<file path="src/rtl/systolic_tile_engine.sv">
// Output-stationary ROWS x COLS systolic tile: C = A * B with internal operand
// skew, fixed drain and row-by-row result readback.
module systolic_tile_engine #(
    parameter int ROWS      = 4,
    parameter int COLS      = 4,
    parameter int IN_WIDTH  = 8,
    parameter int OUT_WIDTH = 32,
    parameter int K_WIDTH   = 8,
    parameter int SIGNED    = 0
) (
    input  logic                      clk,
    input  logic                      reset,
    input  logic                      start,
    input  logic [K_WIDTH-1:0]        k_len,
    output logic                      busy,
    input  logic                      in_valid,
    output logic                      in_ready,
    input  logic [ROWS*IN_WIDTH-1:0]  a_col,
    input  logic [COLS*IN_WIDTH-1:0]  b_row,
    output logic                      out_valid,
    input  logic                      out_ready,
    output logic [COLS*OUT_WIDTH-1:0] out_row,
    output logic [$clog2(ROWS)-1:0]   out_row_idx,
    output logic                      out_last
);

    localparam int IW = $clog2(ROWS);
    localparam int DW = $clog2(ROWS + COLS);
    localparam logic [DW-1:0] DLAST = DW'(ROWS + COLS - 2);

    if (OUT_WIDTH < 2 * IN_WIDTH) begin : g_bad_width
        $error("OUT_WIDTH must be at least 2*IN_WIDTH");
    end

    typedef enum logic [1:0] {S_IDLE, S_LOAD, S_DRAIN, S_OUT} state_t;

    state_t               r_state;
    state_t               w_next;
    logic [K_WIDTH-1:0]   r_klen;
    logic [K_WIDTH-1:0]   r_beat_cnt;
    logic [DW-1:0]        r_dcnt;
    logic [IW-1:0]        r_idx;

    logic [IN_WIDTH-1:0]  w_a_src [ROWS];
    logic                 w_a_srcv [ROWS];
    logic [IN_WIDTH-1:0]  w_b_src [COLS];
    logic                 w_b_srcv [COLS];

    logic [IN_WIDTH-1:0]  r_a   [ROWS][COLS];
    logic                 r_av  [ROWS][COLS];
    logic [IN_WIDTH-1:0]  r_b   [ROWS][COLS];
    logic                 r_bv  [ROWS][COLS];
    logic [OUT_WIDTH-1:0] r_acc [ROWS][COLS];

    logic w_beat;
    logic w_clr;
    logic w_last_beat;
    logic w_drain_done;
    logic w_out_hs;
    logic w_out_end;

    assign w_beat       = in_valid && (r_state == S_LOAD);
    assign w_clr        = start && (r_state == S_IDLE);
    assign w_last_beat  = w_beat && (r_beat_cnt == r_klen - K_WIDTH'(1));
    assign w_drain_done = (r_state == S_DRAIN) && (r_dcnt == DLAST);
    assign w_out_hs     = (r_state == S_OUT) && out_ready;
    assign w_out_end    = w_out_hs && (r_idx == IW'(ROWS - 1));

    // Extending both operands to OUT_WIDTH first gives the wrapped sum directly.
    function automatic logic [OUT_WIDTH-1:0] f_mul(
        input logic [IN_WIDTH-1:0] a,
        input logic [IN_WIDTH-1:0] b
    );
        logic [OUT_WIDTH-1:0] ea;
        logic [OUT_WIDTH-1:0] eb;
        logic                 sa;
        logic                 sb;
        sa = (SIGNED != 0) && a[IN_WIDTH-1];
        sb = (SIGNED != 0) && b[IN_WIDTH-1];
        ea = {{(OUT_WIDTH - IN_WIDTH){sa}}, a};
        eb = {{(OUT_WIDTH - IN_WIDTH){sb}}, b};
        return ea * eb;
    endfunction

    always_ff @(posedge clk) begin
        if (reset) r_state <= S_IDLE;
        else       r_state <= w_next;
    end

    always_comb begin
        w_next = r_state;
        unique case (r_state)
            S_IDLE:  if (start) w_next = (k_len == '0) ? S_OUT : S_LOAD;
            S_LOAD:  if (w_last_beat) w_next = S_DRAIN;
            S_DRAIN: if (w_drain_done) w_next = S_OUT;
            S_OUT:   if (w_out_end) w_next = S_IDLE;
            default: w_next = S_IDLE;
        endcase
    end

    always_comb begin
        busy      = 1'b0;
        in_ready  = 1'b0;
        out_valid = 1'b0;
        unique case (r_state)
            S_IDLE:  ;
            S_LOAD:  begin busy = 1'b1; in_ready = 1'b1; end
            S_DRAIN: busy = 1'b1;
            S_OUT:   begin busy = 1'b1; out_valid = 1'b1; end
            default: ;
        endcase
    end

    assign out_last    = out_valid && (r_idx == IW'(ROWS - 1));
    assign out_row_idx = r_idx;

    always_comb begin
        out_row = '0;
        for (int c = 0; c < COLS; c++)
            out_row[c*OUT_WIDTH +: OUT_WIDTH] = r_acc[r_idx][c];
    end

    always_ff @(posedge clk) begin
        if (reset) begin
            r_klen     <= '0;
            r_beat_cnt <= '0;
            r_dcnt     <= '0;
            r_idx      <= '0;
        end else begin
            if (w_clr) begin
                r_klen     <= k_len;
                r_beat_cnt <= '0;
            end else if (w_beat) begin
                r_beat_cnt <= r_beat_cnt + K_WIDTH'(1);
            end
            r_dcnt <= (r_state == S_DRAIN) ? r_dcnt + DW'(1) : '0;
            if (w_out_end)     r_idx <= '0;
            else if (w_out_hs) r_idx <= r_idx + IW'(1);
        end
    end

    // Row r of A and column c of B are delayed r and c cycles respectively.
    for (genvar r = 0; r < ROWS; r++) begin : g_askew
        if (r == 0) begin : g_direct
            assign w_a_src[r]  = a_col[r*IN_WIDTH +: IN_WIDTH];
            assign w_a_srcv[r] = w_beat;
        end else begin : g_dly
            logic [IN_WIDTH-1:0] r_d [r];
            logic                r_v [r];
            always_ff @(posedge clk) begin
                if (reset || w_clr) begin
                    for (int k = 0; k < r; k++) begin
                        r_d[k] <= '0;
                        r_v[k] <= 1'b0;
                    end
                end else begin
                    r_d[0] <= a_col[r*IN_WIDTH +: IN_WIDTH];
                    r_v[0] <= w_beat;
                    for (int k = 1; k < r; k++) begin
                        r_d[k] <= r_d[k-1];
                        r_v[k] <= r_v[k-1];
                    end
                end
            end
            assign w_a_src[r]  = r_d[r-1];
            assign w_a_srcv[r] = r_v[r-1];
        end
    end

    for (genvar c = 0; c < COLS; c++) begin : g_bskew
        if (c == 0) begin : g_direct
            assign w_b_src[c]  = b_row[c*IN_WIDTH +: IN_WIDTH];
            assign w_b_srcv[c] = w_beat;
        end else begin : g_dly
            logic [IN_WIDTH-1:0] r_d [c];
            logic                r_v [c];
            always_ff @(posedge clk) begin
                if (reset || w_clr) begin
                    for (int k = 0; k < c; k++) begin
                        r_d[k] <= '0;
                        r_v[k] <= 1'b0;
                    end
                end else begin
                    r_d[0] <= b_row[c*IN_WIDTH +: IN_WIDTH];
                    r_v[0] <= w_beat;
                    for (int k = 1; k < c; k++) begin
                        r_d[k] <= r_d[k-1];
                        r_v[k] <= r_v[k-1];
                    end
                end
            end
            assign w_b_src[c]  = r_d[c-1];
            assign w_b_srcv[c] = r_v[c-1];
        end
    end

    always_ff @(posedge clk) begin
        if (reset || w_clr) begin
            for (int r = 0; r < ROWS; r++) begin
                for (int c = 0; c < COLS; c++) begin
                    r_a[r][c]   <= '0;
                    r_av[r][c]  <= 1'b0;
                    r_b[r][c]   <= '0;
                    r_bv[r][c]  <= 1'b0;
                    r_acc[r][c] <= '0;
                end
            end
        end else begin
            for (int r = 0; r < ROWS; r++) begin
                r_a[r][0]  <= w_a_src[r];
                r_av[r][0] <= w_a_srcv[r];
                for (int c = 1; c < COLS; c++) begin
                    r_a[r][c]  <= r_a[r][c-1];
                    r_av[r][c] <= r_av[r][c-1];
                end
            end
            for (int c = 0; c < COLS; c++) begin
                r_b[0][c]  <= w_b_src[c];
                r_bv[0][c] <= w_b_srcv[c];
                for (int r = 1; r < ROWS; r++) begin
                    r_b[r][c]  <= r_b[r-1][c];
                    r_bv[r][c] <= r_bv[r-1][c];
                end
            end
            for (int r = 0; r < ROWS; r++) begin
                for (int c = 0; c < COLS; c++) begin
                    if (r_av[r][c] && r_bv[r][c])
                        r_acc[r][c] <= r_acc[r][c] + f_mul(r_a[r][c], r_b[r][c]);
                end
            end
        end
    end

endmodule

</file>
<file path="config.mk">
export PLATFORM = sky130hd
export DESIGN_NAME = systolic_tile_engine
export DESIGN_NICKNAME = d
export VERILOG_FILES = /design/src/rtl/systolic_tile_engine.sv
export SDC_FILE = /design/constraint.sdc
export NUM_CORES = 2
export LEC_CHECK = 0
export CORE_AREA = 2 2 481 483
export DETAILED_ROUTE_END_ITERATION = 10
export DIE_AREA = 0 0 483 485
export SYNTH_ARGS = -nofsm -noshare
export SYNTH_HDL_FRONTEND = slang
export SYNTH_SLANG_ARGS = --single-unit
</file>
<file path="constraint.sdc">
create_clock -name clk -period 14.8 [get_ports clk]
set_input_delay 2.96 -clock clk [delete_from_list [all_inputs] [get_ports clk]]
set_output_delay 2.96 -clock clk [all_outputs]
set_load 0.02 [all_outputs]
</file>
Word level (Yosys, flattened, before mapping)
Memory sizes are Yosys's and may differ from the RTL's. A register that Yosys moved wholly into a read port is not among the register bits.
Cells that the tools add are included.

cells by class
  $add $sub $neg = 20
  $mul = 16
  equal/unequal tests = 10
  multiplexer cells = 170
  bitwise operators = 101
  reductions and logical operators = 35

operators with widths
  cell                 number
  $add 32x16->32       16
  $mux 32              16
  $mux 8               44
  $mul 8x8->16         16
  $mux 1               102
  $or 1x1->1           100
  $logic_and 1x1->1    23
  $reduce_or 8->1      2
  $mux 2               7
  $add 8x1->8 const B  1
  $eq 8x8->1           1
  $logic_not 8->1      1
  $ne 2x2->1 const B   4
  $pmux 2 s4           1
  $sub 8x1->8 const B  1
  $eq 2x2->1 const B   3
  $reduce_or 2->1      3
  $reduce_and 4->1     1
  $add 3x1->3 const B  1
  $eq 3x3->1 const B   1
  $reduce_or 3->1      1
  $add 2x1->2 const B  1
  $eq 2x1->1 const B   1
  $logic_not 2->1      1
  other kinds (3)      4

word-level totals
  flip-flop bits (word level) = 23
  memory bits (writable) = 908
  input port bits = 77
  output and inout bits = 134
  word-level logic and storage cells = 374
  memories kept = 17

memory list
  memory                depth  bits a word  read ports  clocked after memory_dff  wr ports  line  text
  r_acc                 4      128          5           1                         4         53    logic [OUT_WIDTH-1:0] r_acc [ROWS][COLS];
  r_a                   4      32           4           0                         4         49    logic [IN_WIDTH-1:0] r_a [ROWS][COLS];
  r_b                   4      32           4           0                         4         51    logic [IN_WIDTH-1:0] r_b [ROWS][COLS];
  g_askew[3].g_dly.r_d  3      8            3           0                         3         148   logic [IN_WIDTH-1:0] r_d [r];
  g_bskew[3].g_dly.r_d  3      8            3           0                         3         175   logic [IN_WIDTH-1:0] r_d [c];
  g_askew[2].g_dly.r_d  2      8            2           0                         2         148
  +11 memories          --     --           --          --                        --        --

Depth between registers and ports, before layout
  depth after elaboration = 6
  depth in mapped cells = 20
  depth with buffers taken out = 18

Least setup slack after synthesis
Ideal clock, no wire load.

  kind = input to register
  start point = input start
  end point = memory r_acc[0][100] (netlist name) (enable)
  library setup time = 389 ps
  arrival = 4729 ps
  required time = 14411 ps
  path slack = 9682 ps
  stages on the path = 7
  buffers on the path = 3
  path through = a21oi_1 buf_2 and2_1 nand2_1 clkbuf_1 clkbuf_1 nand2_1

RTL lines
  item                line  text
  start: declaration  13    input logic start,
  end: declaration    53

==> PnR_summary.wiki <==
{| class="wikitable"
! Metric !! Value
|-
| Result of the run || finished clean
|-
| Initial Utilization || 0.3481
|-
| Post-Synthesis Net Count || 9,691
|-
| Port buffer count || 210
|-
| CTS Hold Buffers Added || 0
|-
| Remaining global-route overflow || 0
|-
| Share of cells above drive strength 1 || 0.05121
|-
| Proportion of netlist area held by the largest area contributor || 0.2009
|-
| Tot GR Track Use || 0.1806
|-
| Vias in the first global route || about 58,000
|-
| Number of clock sinks || just over 900
|-
| Fin. max-slew vios || 0
|-
| Flop and latch count out of synthesis || approximately 900
|-
| Min Clock Period, post-route || 6.850 ns
|-
| Normalized max-slew margin || 0.2114
|-
| Detailed Routing Iterations Pass 1 || 7
|-
| Fill cell instance count of the final layout || 22,550
|-
| CTS clk-pin slew, worst paths || around 0.06 ns
|-
| Post-DP Area || 85,080 sq um
|-
| Proportion of synthesized chip area in sequential cells || 0.2928
|-
| Maximum number of pins on one net before global-route repair || approximately 110
|-
| Wire length of the first global-routing pass || 334,300 um
|-
| Total negative setup slack || 0 ns
|-
| Site Rows || 176
|-
| Leading area contributor after synthesis || sky130_fd_sc_hd__fa_1
|-
| Critical Path RT || roughly 12 ns
|-
| Total clock buffers created by CTS || ~110
|-
| Width of the chip || 483 um
|-
| Count of vias placed by the detailed router || ~57,000
|-
| RSZ-0062 raised after global routing || false
|-
| Net count of the finished layout || 9,824
|-
| Relative area change from synthesis to final layout || 11.56%
|-
| Total half-perimeter wirelength after legalization and detailed placement || 168,400 um
|-
| VDD IR-drop max || 0.08980 mV
|-
| Type of the worst min-delay path || flop to flop
|-
| Routed Antenna Nets || 0
|-
| Final Hold Violating Endpoints || 0
|-
| CTS tree || yes
|-
| Type of element capturing the critical path || primary output
|-
| Io pins || approximately 210
|-
| Post-route clock period utilization || 0.4629
|-
| Start-to-end type of the worst setup path || flop to primary output
|-
| Total power draw || 8.020 mW
|-
| Routability-driven placement congestion ratio || about 0.90
|-
| Starting DRC count in detailed routing || 3,902
|-
| Synth area leaders || sky130_fd_sc_hd__fa_1 (20%), sky130_fd_sc_hd__edfxtp_1 (19%), sky130_fd_sc_hd__ha_1 (10%)
|-
| Timing-limited maximum frequency || 0.1460 GHz
|-
| Root buffer cell || sky130_fd_sc_hd__clkbuf_16
|-
| Post-CTS setup buffer count || 0
|-
| Most used standard cell by instance count after synthesis || sky130_fd_sc_hd__inv_1
|-
| Number of failing setup endpoints in the final timing report || 0
|-
| Primary flip-flop cell chosen by synthesis mapping || sky130_fd_sc_hd__edfxtp_1
|-
| Cell area power density || 90.18 nW/um^2
|-
| CP startpoint kind || flop
|-
| Routed length per instance || 18.59 um
|-
| Core Box Area || 229,000 sq um
|-
| Die outline height || between 400 and 500 um
|-
| Final standard cell area without fillers || 88,940 sq um
|-
| Most frequent cells after synthesis || sky130_fd_sc_hd__inv_1 (1,551), sky130_fd_sc_hd__and2_1 (986), sky130_fd_sc_hd__fa_1 (800)
|-
| Signal arrival time at the worst endpoint || ~4 ns
|-
| Proportion of synthesized flip-flops having asynchronous set or reset || 0
|-
| DRC violations left || 0
|-
| Synth Cell Area || 79,720 sq um
|-
| CTS resizes || 0
|-
| Slew at the pin with the worst max-slew slack || 1.178 ns
|-
| Vias/cell || 5.006
|-
| Lkg Pwr || 40.27 nW
|-
| Layout Utilization || 0.3883
|-
| Initial antenna violation count || 11
|-
| Synth warnings || 0
|-
| Mapped Cells || 8,148
|-
| Routed WL || 212,100 um
|-
| H-tree Lvls || 3
|-
| Skew final || 0.05644 ns
|-
| Top fanout value on the critical path || 35
|-
| Deepest clock path buffer count || 3
|-
| Per-instance average area after synthesis || 9.784 sq um
|-
| Number of enable-type register cells in the synthesized netlist || 512
|-
| Skew-Pair Late Insertion Delay || just under 0.8 ns
|-
| Overall die area || 234,300 sq um
|-
| Number of distinct library cell variants in the gate-level netlist after synthesis || ~90
|-
| Maxcap violations || 0
|}
[path summary, 6_finish.rpt]
path / startpoint / end / slack (ns) / cells past startpoint
hold reg to reg: g_bskew[2].g_dly.r_d[0][4] / g_bskew[2].g_dly.r_d[0][12] / 0.41 / 1
setup reg to reg: r_a[3][18] / r_acc[3][90] / 8.93 / 16
hold / removal: g_bskew[2].g_dly.r_d[0][4] / g_bskew[2].g_dly.r_d[0][12] / 0.41 / 1
setup / recovery: flop / out_row[125] / 7.95 / 4
[registers in the layout, indices dropped and copies added (netlist names), 8 cells and up, named ones only]
register and flops:
r_acc 512, r_klen 8, r_bv 14, r_beat_cnt 8, g_bskew.g_dly.r_d 48, r_a 128
r_b 128, g_askew.g_dly.r_d 48
[critical path, stage by stage (launching register included)]
cell,delay (ns)
sky130_fd_sc_hd__dfxtp_4,0.65
sky130_fd_sc_hd__buf_4,0.53
sky130_fd_sc_hd__buf_4,0.61
sky130_fd_sc_hd__mux4_2,0.63
sky130_fd_sc_hd__clkdlybuf4s50_1,0.56
[cell families (layout without fill, tap and decap cells)]
family / count (synthesis) / after routing / share of synthesized area
simple gates: 2684 / 2684 / 0.1760
buf+inv: 1782 / 2011 / 0.08439
fa+ha+maj: 1466 / 1466 / 0.3054
mux: 147 / 147 / 0.03855
xor+xnor: 237 / 237 / 0.02604
flops: 910 / 910 / 0.2928
compound gates: 922 / 922 / 0.07681
other cells: 0 / 3 / 0
[final cells by class]
type                            instances  area, sq um  area share
Timing Repair Buffer                  254         2445     0.02749
Sequential cell                       910        23350      0.2625
Tap cell                             3026         3786     0.04257
Antenna cell                            3        7.507  0.00008441
Clock inverter                         57        600.6    0.006753
Multi-Input combinational cell       5456        49680      0.5586
Inverter                             1551         5822     0.06546
Clock buffer                          149         3246     0.03649
[placed cells by master, fill, tap and decap left out, types with 28 or more instances in the layout]
master,n
sky130_fd_sc_hd__inv_1,1551
sky130_fd_sc_hd__and2_1,985
sky130_fd_sc_hd__fa_1,800
sky130_fd_sc_hd__nand2_1,705
sky130_fd_sc_hd__ha_1,666
sky130_fd_sc_hd__edfxtp_1,512
sky130_fd_sc_hd__dfxtp_1,396
sky130_fd_sc_hd__nor2_1,365
sky130_fd_sc_hd__a21oi_1,239
sky130_fd_sc_hd__clkdlybuf4s50_1,210
sky130_fd_sc_hd__o21ai_0,171
sky130_fd_sc_hd__mux4_2,128
sky130_fd_sc_hd__xor2_1,123
sky130_fd_sc_hd__clkbuf_16,120
sky130_fd_sc_hd__xnor2_1,114
sky130_fd_sc_hd__nor3_1,108
sky130_fd_sc_hd__and3_1,96
sky130_fd_sc_hd__nand3_1,94
sky130_fd_sc_hd__o21a_1,80
sky130_fd_sc_hd__a21o_1,74
sky130_fd_sc_hd__or3_1,70
sky130_fd_sc_hd__a211oi_1,61
sky130_fd_sc_hd__nor2b_1,44
sky130_fd_sc_hd__buf_4,43
sky130_fd_sc_hd__nand2b_1,42
sky130_fd_sc_hd__nand4_1,41
sky130_fd_sc_hd__o211ai_1,35
sky130_fd_sc_hd__o31ai_1,28
sky130_fd_sc_hd__a31oi_1,28
[routing by layer]
metal	wire, um	GRT usage
met4	5778	0.04949
met5	14	0
met2	98990	0.2961
met3	12300	0.02670
met1	94990	0.2483
[stage by stage]
step           hold WS, ns  cells  setup slack (ns)
6_report            0.4126  11410             7.950
5_1_grt             0.4205  11400             7.614
4_1_cts             0.4036  11400             7.747
3_5_place_dp        0.4097  11200             7.970
3_3_place_gp        0.4080  11200             8.035
2_1_floorplan       0.4057   8148             9.682
[report_power, final]
part	internal (mW)	switching, mW
Sequential	3.04	0.431
Combinational	0.712	1.01
Clock	1.60	1.22
Total	5.35	2.67
No activity file was read; power rests on OpenSTA's default activity.
